File: src/rtl/key_gen_controller.sv
// Sequencer for the Paillier key-generation datapath: walks the p/q RAMs, launches the core per entry
// and writes each result set back at the same index. Optional watchdog: KEYGEN_CTRL_WATCHDOG_EN.
module key_gen_controller #(
  parameter int RAM_ADDR_WIDTH = 5,
  parameter int FILE_SIZE      = 10,
  parameter int TIMEOUT_CYCLES = 65535
) (
  input  logic                      clock,
  input  logic                      reset,
  input  logic                      start,
  output logic                      busy,
  output logic                      done,
  output logic                      error,
  output logic [RAM_ADDR_WIDTH-1:0] in_rd_addr,
  output logic                      operand_load,
  output logic                      core_start,
  input  logic                      core_done,
  output logic                      out_wr_en,
  output logic [RAM_ADDR_WIDTH-1:0] out_wr_addr
);

  typedef enum logic [2:0] {
    S_IDLE,
    S_READ,
    S_LOAD,
    S_WAIT,
    S_WRITE,
    S_DONE
  } state_t;

  state_t                    r_state;
  state_t                    w_next;
  logic [RAM_ADDR_WIDTH-1:0] r_idx;
  logic                      w_last;
  logic                      w_accept;
  logic                      w_timeout;

  assign w_last   = (r_idx == RAM_ADDR_WIDTH'(FILE_SIZE - 1));
  assign w_accept = start && ((r_state == S_IDLE) || (r_state == S_DONE));

`ifdef KEYGEN_CTRL_WATCHDOG_EN
  localparam int WD_W = $clog2(TIMEOUT_CYCLES + 1);
  logic [WD_W-1:0] r_wd_cnt;
  logic            r_error;

  // The last permitted WAIT cycle is the one where the count equals TIMEOUT_CYCLES-1.
  assign w_timeout = (r_state == S_WAIT) && !core_done &&
                     (r_wd_cnt == WD_W'(TIMEOUT_CYCLES - 1));

  always_ff @(posedge clock) begin
    if (reset) begin
      r_wd_cnt <= '0;
      r_error  <= 1'b0;
    end else begin
      if (r_state == S_LOAD) begin
        r_wd_cnt <= '0;
      end else if (r_state == S_WAIT) begin
        r_wd_cnt <= r_wd_cnt + WD_W'(1);
      end
      if (w_accept) begin
        r_error <= 1'b0;
      end else if (w_timeout) begin
        r_error <= 1'b1;
      end
    end
  end

  assign error = r_error;
`else
  logic w_unused_timeout;
  assign w_unused_timeout = (TIMEOUT_CYCLES < 1);
  assign w_timeout        = 1'b0;
  assign error            = 1'b0;
`endif

  always_ff @(posedge clock) begin
    if (reset) begin
      r_state <= S_IDLE;
      r_idx   <= '0;
    end else begin
      r_state <= w_next;
      if (w_accept) begin
        r_idx <= '0;
      end else if ((r_state == S_WRITE) && !w_last) begin
        r_idx <= r_idx + RAM_ADDR_WIDTH'(1);
      end
    end
  end

  always_comb begin
    w_next = r_state;
    case (r_state)
      S_IDLE:  if (start) w_next = S_READ;
      S_READ:  w_next = S_LOAD;
      S_LOAD:  w_next = S_WAIT;
      S_WAIT: begin
        if (core_done) begin
          w_next = S_WRITE;
        end else if (w_timeout) begin
          w_next = S_DONE;
        end
      end
      S_WRITE: w_next = w_last ? S_DONE : S_READ;
      S_DONE:  if (start) w_next = S_READ;
      default: w_next = S_IDLE;
    endcase
  end

  // Strobes are masked by reset so an aborting reset never lets a write or launch escape.
  assign busy         = (r_state != S_IDLE) && (r_state != S_DONE);
  assign done         = (r_state == S_DONE);
  assign operand_load = (r_state == S_LOAD) && !reset;
  assign core_start   = (r_state == S_LOAD) && !reset;
  assign out_wr_en    = (r_state == S_WRITE) && !reset;
  assign in_rd_addr   = r_idx;
  assign out_wr_addr  = r_idx;

endmodule

File: config.mk
export PLATFORM = sky130hd
export DESIGN_NAME = key_gen_controller
export DESIGN_NICKNAME = d
export VERILOG_FILES = /design/src/rtl/key_gen_controller.sv
export SDC_FILE = /design/constraint.sdc
export NUM_CORES = 1
export LEC_CHECK = 0
export CAP_MARGIN = 20
export CORE_MARGIN = 4
export CORE_UTILIZATION = 29
export DETAILED_ROUTE_END_ITERATION = 16
export GPL_TIMING_DRIVEN = 0
export MAX_ROUTING_LAYER = met4
export PLACE_DENSITY = 0.59
export SETUP_SLACK_MARGIN = 0.15
export SYNTH_ARGS = -nofsm -noshare
export SYNTH_HDL_FRONTEND = slang
export SYNTH_SLANG_ARGS = --single-unit
File: constraint.sdc
create_clock -name clock -period 1.55 [get_ports clock]
set_input_delay 0.465 -clock clock [delete_from_list [all_inputs] [get_ports clock]]
set_output_delay 0.465 -clock clock [all_outputs]
set_load 0.02 [all_outputs]
* Word level (Yosys, flattened, before mapping)
Index checks and enable logic that the tools add are counted. W data, S select, Z words.
Word-level totals: register bits 8, bits of input ports 4, output and inout bits 16, logic and storage cells 29
Operators by class: add/subtract/negate cells 1, equality and inequality tests 9, muxes and demuxes 4, reductions and logical operators 13
Operators by type and width (number):
- $pmux W3 S5 | 1
- $mux W3 | 3
- $eq A3 B2 Y1 const B | 2
- $eq A3 B3 Y1 const B | 2
- $add A5 B1 Y5 const B | 1
- $eq A5 B4 Y1 const B | 1
- $logic_and A1 B1 Y1 | 5
- $reduce_or A2 Y1 | 2
- $eq A3 B1 Y1 const B | 1
- $logic_not A3 Y1 | 1
- $ne A3 B3 Y1 const B | 1
- $reduce_bool A3 Y1 | 1
- $logic_not A1 Y1 | 2
- $ne A2 B1 Y1 const B | 1
- $ne A2 B2 Y1 const B | 1
- $reduce_and A2 Y1 | 1
- $logic_or A1 B1 Y1 | 1

* Longest topological paths before layout
Gate-level depths: netlist of run 1.
word-level depth 4, depth in mapped cells 5, gate-level depth less buffers 5

* Worst setup path after synthesis of run 1
Ideal clock, no wire load.
path kind register -> output, from register r_state[2], to output port operand_load, arrival 1.375 ns, required time 1.085 ns, slack -0.290 ns, stages on the path, launching flop included 5, path buffers 2, path through dfxtp_1 -> buf_2 -> nand2b_1 -> nor3_1 -> buf_4
On the way: word-level cells in the longest chain between the ends 2
Ends and longest elaborated chain:
- start, declared | line 31 | state_t r_state;
- start signal, assigned | line 81 | r_state <= w_next;
- $eq A3 B2 Y1
- $logic_and A1 B1 Y1
- end, declared | line 15 | output logic operand_load,
Every way passes these cells.

* Worst setup path in the final report of run 1
from register r_state[0], to output port out_wr_en
On the way: word-level cells in the longest chain between the ends 2
Ends and longest elaborated chain:
- $eq A3 B3 Y1 | line 114 | assign out_wr_en = (r_state == S_WRITE) && !reset;
- $logic_and A1 B1 Y1 | line 114
- end, declared | line 18 | output logic out_wr_en,
Every way passes these cells.

==> flow_results.org, run 1 <==
** Run status
- Outcome :: finished with violations
- The final reports fail on negative setup slack.

** Finish
- Fraction of layout instances using a drive strength above 1 :: 61.70%
- The number of antenna diodes in the final layout is 0.
- Final cell count without fillers :: 119
- Most frequent cells in the layout :: 14 x sky130_fd_sc_hd__buf_4, 10 x sky130_fd_sc_hd__buf_6, 6 x sky130_fd_sc_hd__o21ai_0, 6 x sky130_fd_sc_hd__a21oi_1
- Final nets :: 102
- Area of the multi-input gates :: 362.8 sq um
- The library cell used most frequently in the layout, excluding fill and tap cells, is sky130_fd_sc_hd__buf_4.
- Register area :: 180.2 sq um
- The filler cells instantiated in the layout total 172.
- Relative to the synthesized area, the layout overhead comes to 71.02%.

** Placed design
- In this run the tool buffered the top-level ports with 18 buffer cells.
- Cell total after placement :: 107
- Routability congestion estimate from global placement :: 0.7274
- The wire-length estimate of the detail-placed layout is 830.2 um.

** STA
- The final count of pins violating max slew is 0.
- Once routing completed, OpenROAD measured the worst setup slack at -0.2415 ns.
- Min Tclk post-route :: 1.791 ns
- Timing-limited maximum frequency :: 0.5582 GHz
- Number of setup violations in the final report :: 5
- Across all hold checks on the routed design, the worst slack comes to 0.4937 ns.
- Post-route clock period utilization :: 115.6%
- Unrepaired setup endpoints after global routing :: yes
- For the final database, setup skew stands at 0.01168 ns.
- The number of hold violations in the final report came to 0.

** Logic synthesis
- Summing the areas of all fa, ha and maj instances in the mapped netlist gives 4.751% of the synthesized area.
- The mapped netlist covers 526.8 sq um.
- Synthesis inferred 8 register bits.
- In the synthesized netlist, the number of instances is 64.
- Count of unique library cells instantiated by Yosys :: 28
- Combinational family with the most area after synthesis :: simple AND/OR/NAND/NOR gates
- In this run the mean area of a mapped cell was 8.231 sq um.
- Multiplexer cells account for 0% of the synthesized area.
- The share of the Yosys chip area taken by registers is 30.40%.
- After Yosys synthesis, XOR and XNOR cells account for 1.663% of the synthesized area.
- The number of nets in the synthesized netlist is 70.
- Compound-cell area share of the yosys netlist :: 19.71%
- YS warnings :: 0
- Post-synthesis share of cell area spent on and, or, nand and nor gates :: 28.27%

** Setup path
- CP Capture Type :: primary output
- Of all nets on the critical path, the largest fanout is 6.
- The worst setup path is launched from a register.
- At the worst endpoint, the required time is 1.08 ns.
- Arr. time, crit path :: 1.33 ns
- The setup path with the least slack is of type register to primary output.

** Hold path
- Class of the most critical hold timing path :: register to register

** Clock tree
- Number of hold buffers added after cts :: 0
- CTS buffer count :: 3
- Clk Latency, worst-skew pair :: 0.25 ns
- TritonCTS built the clock tree.
- CTS Root Cell :: sky130_fd_sc_hd__clkbuf_4
- The clock drives 8 sinks.
- Max Buffers Root-to-Sink :: 2
- CTS clock-pin slew for the worst setup and hold paths :: 0.05 ns
- In this run the number of H-tree levels came out at 1.

** Routing
- For this run, the detailed router's first-pass iteration total came to 2.
- Count of nets left with antenna violations after detail routing :: 0
- Dividing the detail-routed wire length by the instance count gives 10.98 um.
- DR vias/cell :: 4.571
- # DRC :: 0
- Number of vias after detailed routing :: 544
- In this run, the number of DRC markers left after iteration 0 of detailed routing was 1.
- Wire length after detailed routing :: 1307 um

** Floorplanning
- Total Die Area :: 2562 sq um
- Row count :: 15
- Horiz. Die Dim :: 50.62 um
- From bottom edge to top edge, the die measures 50.62 um.
- 20 I/O pins were placed.
- Total core area :: 1727 sq um
- Starting density of the core :: 30.51%

** Power
- Worst supply voltage drop on vdd :: 0.0005203 V
- Total power after layout :: 694.1 uW
- For this design the ratio of total power to cell area is 770.5 nW/um^2.
- For this design the static power due to leakage is 0.3804 nW.

** GRT
- Across every metal layer, demand over resource in global routing totals 11.27%.
- The first global-routing pass estimated 2187 um of wire.
- The initial antenna violation count came to 0.
- The number of global-route vias before repair came to 493.
- The total overflow left after global routing is 0.
- Entering global routing, the biggest net connects 11 pins.

** Flow run
- Number of maximum-capacitance violations :: 0
power by group:
group | total (mW) | switching, mW | internal [mW]
Sequential | 0.239 | 0.0202 | 0.219
Combinational | 0.295 | 0.130 | 0.165
Clock | 0.161 | 0.0719 | 0.0887
area by class of cell:
cell class / count / share of cell area (%)
timing repair buffer: 27 / 24.17
inverter: 2 / 0.8333
buffer: 9 / 8.750
multi-input combinational: 45 / 40.28
sequential: 8 / 20.00
tap: 25 / 3.472
clock buffer: 3 / 2.500
logic make-up after synthesis:
family,Yosys count
adder cells (fa/ha/maj),2
AO/OA/AOI/OAI,18
other,1
AND/OR/NAND/NOR,23
flip-flops,8
XOR/XNOR,1
buffers and inverters,11
worst paths after layout:
kind	start	end	slack, ns	depth (start not counted)
max	r_state[0]	out_wr_en	-0.24	4
min	in_rd_addr[4]	in_rd_addr[4]	0.49	2
max reg2reg	r_state[0]	in_rd_addr[1]	0.02	5
min reg2reg	in_rd_addr[4]	in_rd_addr[4]	0.49	2
metrics by stage:
step | instance area, sq um | setup TNS [ns] | utilization, % | worst slack (ns)
after CTS | 828.3 | -0.6929 | 47.97 | -0.2536
after global routing | 900.9 | -0.9928 | 52.17 | -0.3031
after global placement | 777.0 | -3.173 | 45.00 | -0.8750
after detailed placement | 777.0 | -3.128 | 45.00 | -0.8719
after floorplan | 565.5 | 0 | - | 0.05358
final | 900.9 | -0.6964 | 52.17 | -0.2415
what timing repair did:
item,CTS,global route
resized for setup,68,19
setup buffers,4,5
endpoints found under the hold margin,0,0
pin swaps,4,10
gates cloned,0,0
setup endpoints to repair,18,15
flip-flops by register name, indices dropped and copies added (netlist names):
signal      flops
in_rd_addr      5
r_state         3
routing by layer:
layer	up-vias	part of all wire, %	global-route usage, %
met5	-	0	-
met1	246	45	14.29
met3	2	4.0	3.561
met4	0	0.15	2.691
met2	14	51	17.39
li1	282	-	-
worst max-delay path, cell delays in order, from the launching register on:
cell	delay, ns
sky130_fd_sc_hd__dfxtp_2	0.32
sky130_fd_sc_hd__buf_6	0.12
sky130_fd_sc_hd__or3b_4	0.43
sky130_fd_sc_hd__nor2_4	0.10
sky130_fd_sc_hd__buf_6	0.12
cell usage after synthesis, drive strengths merged:
| cell type | count | share of area (%) |
|---|---|---|
| nand3 | 1 | 0.95 |
| nand4bb | 1 | 2.1 |
| and3 | 1 | 1.4 |
| and4bb | 1 | 2.4 |
| a211oi | 2 | 2.8 |
| a21oi | 7 | 6.7 |
| nand2 | 3 | 2.1 |
| nor3 | 1 | 0.95 |
| a31o | 1 | 1.7 |
| nor3b | 1 | 1.4 |
| a31oi | 1 | 1.2 |
| ha | 2 | 4.7 |
| nor2b | 1 | 1.2 |
| inv | 2 | 1.4 |
| dfxtp | 8 | 30 |
| or3b | 1 | 2.1 |
| nand2b | 2 | 2.4 |
| nor2 | 3 | 2.1 |
| or3 | 5 | 5.9 |
| buf | 9 | 13 |
| o21ai | 6 | 5.7 |
| conb | 1 | 0.71 |
| a21o | 1 | 1.7 |
| xnor2 | 1 | 1.7 |
| nand4b | 1 | 1.7 |
| and2b | 1 | 1.4 |
Power figures use the tool's default switching activity.
==> run 2, diff against run 1 <==
--- a/config.mk
+++ b/config.mk
@@ -12,6 +12,7 @@
 export GPL_TIMING_DRIVEN = 0
 export MAX_ROUTING_LAYER = met4
 export PLACE_DENSITY = 0.59
+export RECOVER_POWER = 50
 export SETUP_SLACK_MARGIN = 0.15
 export SYNTH_ARGS = -nofsm -noshare
 export SYNTH_HDL_FRONTEND = slang
==> run 2 against run 1 <==
  * The flow still finishes with violations (negative setup slack)
  * Final area decreased by 0.83%
  * Clock skew about the same
  * Clock power about the same
  * Utilization decreased by 0.43 points
  * Worst setup slack about the same
  * Sequential cell count unchanged
  * Wire length increased by 0.31%
  * Sequential power about the same
  * Critical path depth unchanged
  * Die area unchanged
  * Total power decreased by 0.13%
  * Sequential share of layout area about the same
  * Largest cell class unchanged
  * Largest power group unchanged
==> flow_results.org, run 2 (synthesized netlist as in run 1, its figures left out) <==
** Placed design
- The cell count after placement is 107 (unchanged).
- Routability congestion estimate from global placement :: 0.7274 (unchanged)
- Number of port buffers :: 18 (unchanged)
- Worst slack at placement :: -0.8719 ns (unchanged)
- The sum of net half-perimeters after detailed placement is 830.2 um (unchanged).

** Floorplanning
- The core footprint was 1727 sq um (unchanged).
- The die area is 2562 sq um (unchanged).
- The vertical die dimension is 50.62 um (unchanged).
- The number of placement rows was 15 (unchanged).
- Horiz. Die Dim :: 50.62 um (unchanged)
- Number of top-level pins :: 20 (unchanged)
- Starting density of the core :: 30.51% (unchanged)

** Finish
- Fraction of layout instances using a drive strength above 1 :: 55.32% (was 61.70%)
- The number of flip-flops in the largest register came to 5 (unchanged).
- The count of nets after finishing is 102 (unchanged).
- Most frequent standard cell in the layout excluding fill and tap cells :: sky130_fd_sc_hd__buf_4 (unchanged)
- The final cell count without fillers is 119 (unchanged).
- Area grow syn2layout :: 69.60% (was 71.02%)
- The number of inserted diodes is 0 (unchanged).
- The count of filler cells inserted in the layout came to 173 (was 172).
- The area of the multi-input gates came to 362.8 sq um (unchanged).
- Register area :: 178.9 sq um (was 180.2 sq um)
- Most frequent cells in the layout :: 14 x sky130_fd_sc_hd__buf_4, 10 x sky130_fd_sc_hd__buf_6, 6 x sky130_fd_sc_hd__o21ai_0, 6 x sky130_fd_sc_hd__a21oi_1, 5 x sky130_fd_sc_hd__clkbuf_1 (was 14 x sky130_fd_sc_hd__buf_4, 10 x sky130_fd_sc_hd__buf_6, 6 x sky130_fd_sc_hd__o21ai_0, 6 x sky130_fd_sc_hd__a21oi_1)

** Setup path
- Largest fanout on the critical path :: 6 (unchanged)
- The most repeated library cell on the critical path was sky130_fd_sc_hd__buf_6 (unchanged).
- Slowest stage cell on the critical path :: sky130_fd_sc_hd__or3b_4 (unchanged)
- Crit Path Category :: register to primary output (unchanged)
- Delay of the slowest cell on the worst path :: 0.43 ns (about the same)
- Crit-path cells: buf_6 > or3b_4 > nor2_4 > buf_6 (unchanged).
- The critical path arrival is 1.33 ns (about the same).
- CP Capture Type :: primary output (unchanged)
- Worst path required time :: 1.08 ns (about the same)
- Startpoint types :: register (unchanged)

** STA
- Unrepaired setup endpoints after global routing: yes (unchanged).
- Least setup slack across all paths after layout :: -0.2412 ns (was -0.2415 ns)
- Final number of max-transition violations :: 0 (unchanged)
- The ratio of final minimum period to clock period is 115.6% (about the same).
- The time the worst path needs with I/O delays and setup was 1.791 ns (about the same).
- Count of endpoints failing hold in the final timing report :: 0 (unchanged)
- Number of setup violations in the final report :: 5 (unchanged)
- The setup TNS came to -0.6961 ns (was -0.6964 ns).
- The peak clock frequency supported by timing is 0.5583 GHz (was 0.5582 GHz).
- Clk_skew :: 0.01168 ns (about the same)

** GRT
- Largest net degree at the start of global routing :: 11 (unchanged)
- The number of global-route vias before repair came to 493 (unchanged).
- Initial antenna violation count :: 0 (unchanged)
- The wire length of the first global-routing pass was 2187 um (unchanged).
- Total gr overflow :: 0 (unchanged)
- GRT Resource Usage Total :: 11.27% (unchanged)

** Clock tree
- CTS clock-pin slew for the worst setup and hold paths :: 0.05 ns (about the same)
- CTS Root Cell :: sky130_fd_sc_hd__clkbuf_4 (unchanged)
- Clk Latency, worst-skew pair :: 0.25 ns (about the same)
- The number of hold-repair buffers added at the cts stage was 0 (unchanged).
- The number of buffers created by CTS is 3 (unchanged).
- The number of sinks driven by the clock tree was 8 (unchanged).
- The maximum level of the CTS H-tree came to 1 (unchanged).
- The clock tree buffer depth was 2 (unchanged).
- The TritonCTS clock tree is built (unchanged).

** Routing
- # DRC :: 0 (unchanged)
- Wire length after detailed routing :: 1311 um (was 1307 um)
- The number of detailed-route iterations in the first pass came to 2 (unchanged).
- Mean routed wirelength per cell :: 11.02 um (was 10.98 um)
- Starting DRC count in detailed routing :: 1 (unchanged)
- Count of nets left with antenna violations after detail routing :: 0 (unchanged)
- The vias after detailed routing was 546 (was 544).
- The vias per cell is 4.588 (was 4.571).

** Power
- The total power draw was 693.3 uW (was 694.1 uW).
- Fraction of power consumed by combinational cells :: 42.4% (about the same)
- Power density of the placed cells :: 776.0 nW/um^2 (was 770.5 nW/um^2)
- Sequential share of power :: 34.5% (was 34.4%)
- Leakage Power :: 0.3619 nW (was 0.3804 nW)
- Clock network power share :: 23.2% (was 23.1%)
- Internal cell power :: 471.1 uW (was 472.1 uW)
- Switching power as a share of total power :: 32.04% (was 31.99%)
- Net Sw Power :: 222.1 uW (was 222.0 uW)
- Worst supply voltage drop on vdd :: 0.0005202 V (was 0.0005203 V)

** Flow run
- Number of maximum-capacitance violations :: 0 (unchanged)

** Hold path
- The class of the tightest hold or removal check was register to register (unchanged).

** Run status
- Outcome :: finished with violations (unchanged)
- Failing checks :: negative setup slack (unchanged)
==> run 2: changes by cell type in the layout (fill, tap and decap cells not counted) <==
cell	before	now
sky130_fd_sc_hd__buf_2	4	3
sky130_fd_sc_hd__clkbuf_2	4	0
sky130_fd_sc_hd__dfxtp_1	0	1
sky130_fd_sc_hd__clkbuf_1	0	5
sky130_fd_sc_hd__dlygate4sd3_1	0	1
sky130_fd_sc_hd__clkdlybuf4s50_1	2	1
sky130_fd_sc_hd__dfxtp_2	4	3
==> run 2: critical path, delay by kind of cell (launching register included) <==
family / cells / cell delay [ns]
flops: 1 / 0.32
simple gates: 2 / 0.53
buf+inv: 2 / 0.24
==> run 2: per-layer routing <==
layer  share of wire (%)  GRT usage (%)  wire length [um]
met2                  51          17.39               668
met3                 4.6          3.561                60
met4                0.15          2.691                 2
met1                  44          14.29               580
met5                   0              -                 0
==> run 2: repair_timing <==
| item | in CTS | in global routing |
|---|---|---|
| cloned | 0 | 0 |
| setup buffers | 4 | 5 |
| pin swaps | 4 | 10 |
| gates resized for setup | 68 | 19 |
| endpoints found under the setup margin | 18 | 15 |
==> run 2: final cells by class <==
| cell class | instances | share of cell area (%) |
|---|---|---|
| Timing Repair Buffer | 27 | 23.67 |
| Tap cell | 25 | 3.501 |
| Multi-Input combinational cell | 45 | 40.62 |
| Clock buffer | 3 | 2.521 |
| Inverter | 2 | 0.8403 |
| Buffer | 9 | 8.824 |
| Sequential cell | 8 | 20.03 |
==> run 2: power by group through the flow <==
stage,logic (mW),clock network (mW),registers [mW]
CTS,0.238,0.161,0.239
detailed placement,0.212,0,0.243
global route,0.316,0.180,0.243
global placement,0.212,0,0.243
finish,0.294,0.161,0.239
floorplan,0.145,0,0.241
==> run 2: worst paths after layout <==
| kind | to | slack, ns | from | depth (start not counted) |
|---|---|---|---|---|
| worst max-delay path | out_wr_en | -0.24 | r_state[0] | 4 |
| worst min register to register | in_rd_addr[4] | 0.49 | in_rd_addr[4] | 2 |
| worst max register to register | in_rd_addr[1] | 0.02 | r_state[0] | 5 |
| worst min-delay path | in_rd_addr[4] | 0.49 | in_rd_addr[4] | 2 |
==> run 2: through the flow <==
step	hold WS, ns	utilization (%)	cell area [sq um]
4_1_cts	0.4959	47.97	828.3
3_5_place_dp	0.5068	45.00	777.0
2_1_floorplan	0.5303	-	565.5
6_report	0.4930	51.74	893.4
3_3_place_gp	0.4949	45.00	777.0
5_1_grt	0.5171	51.74	893.4
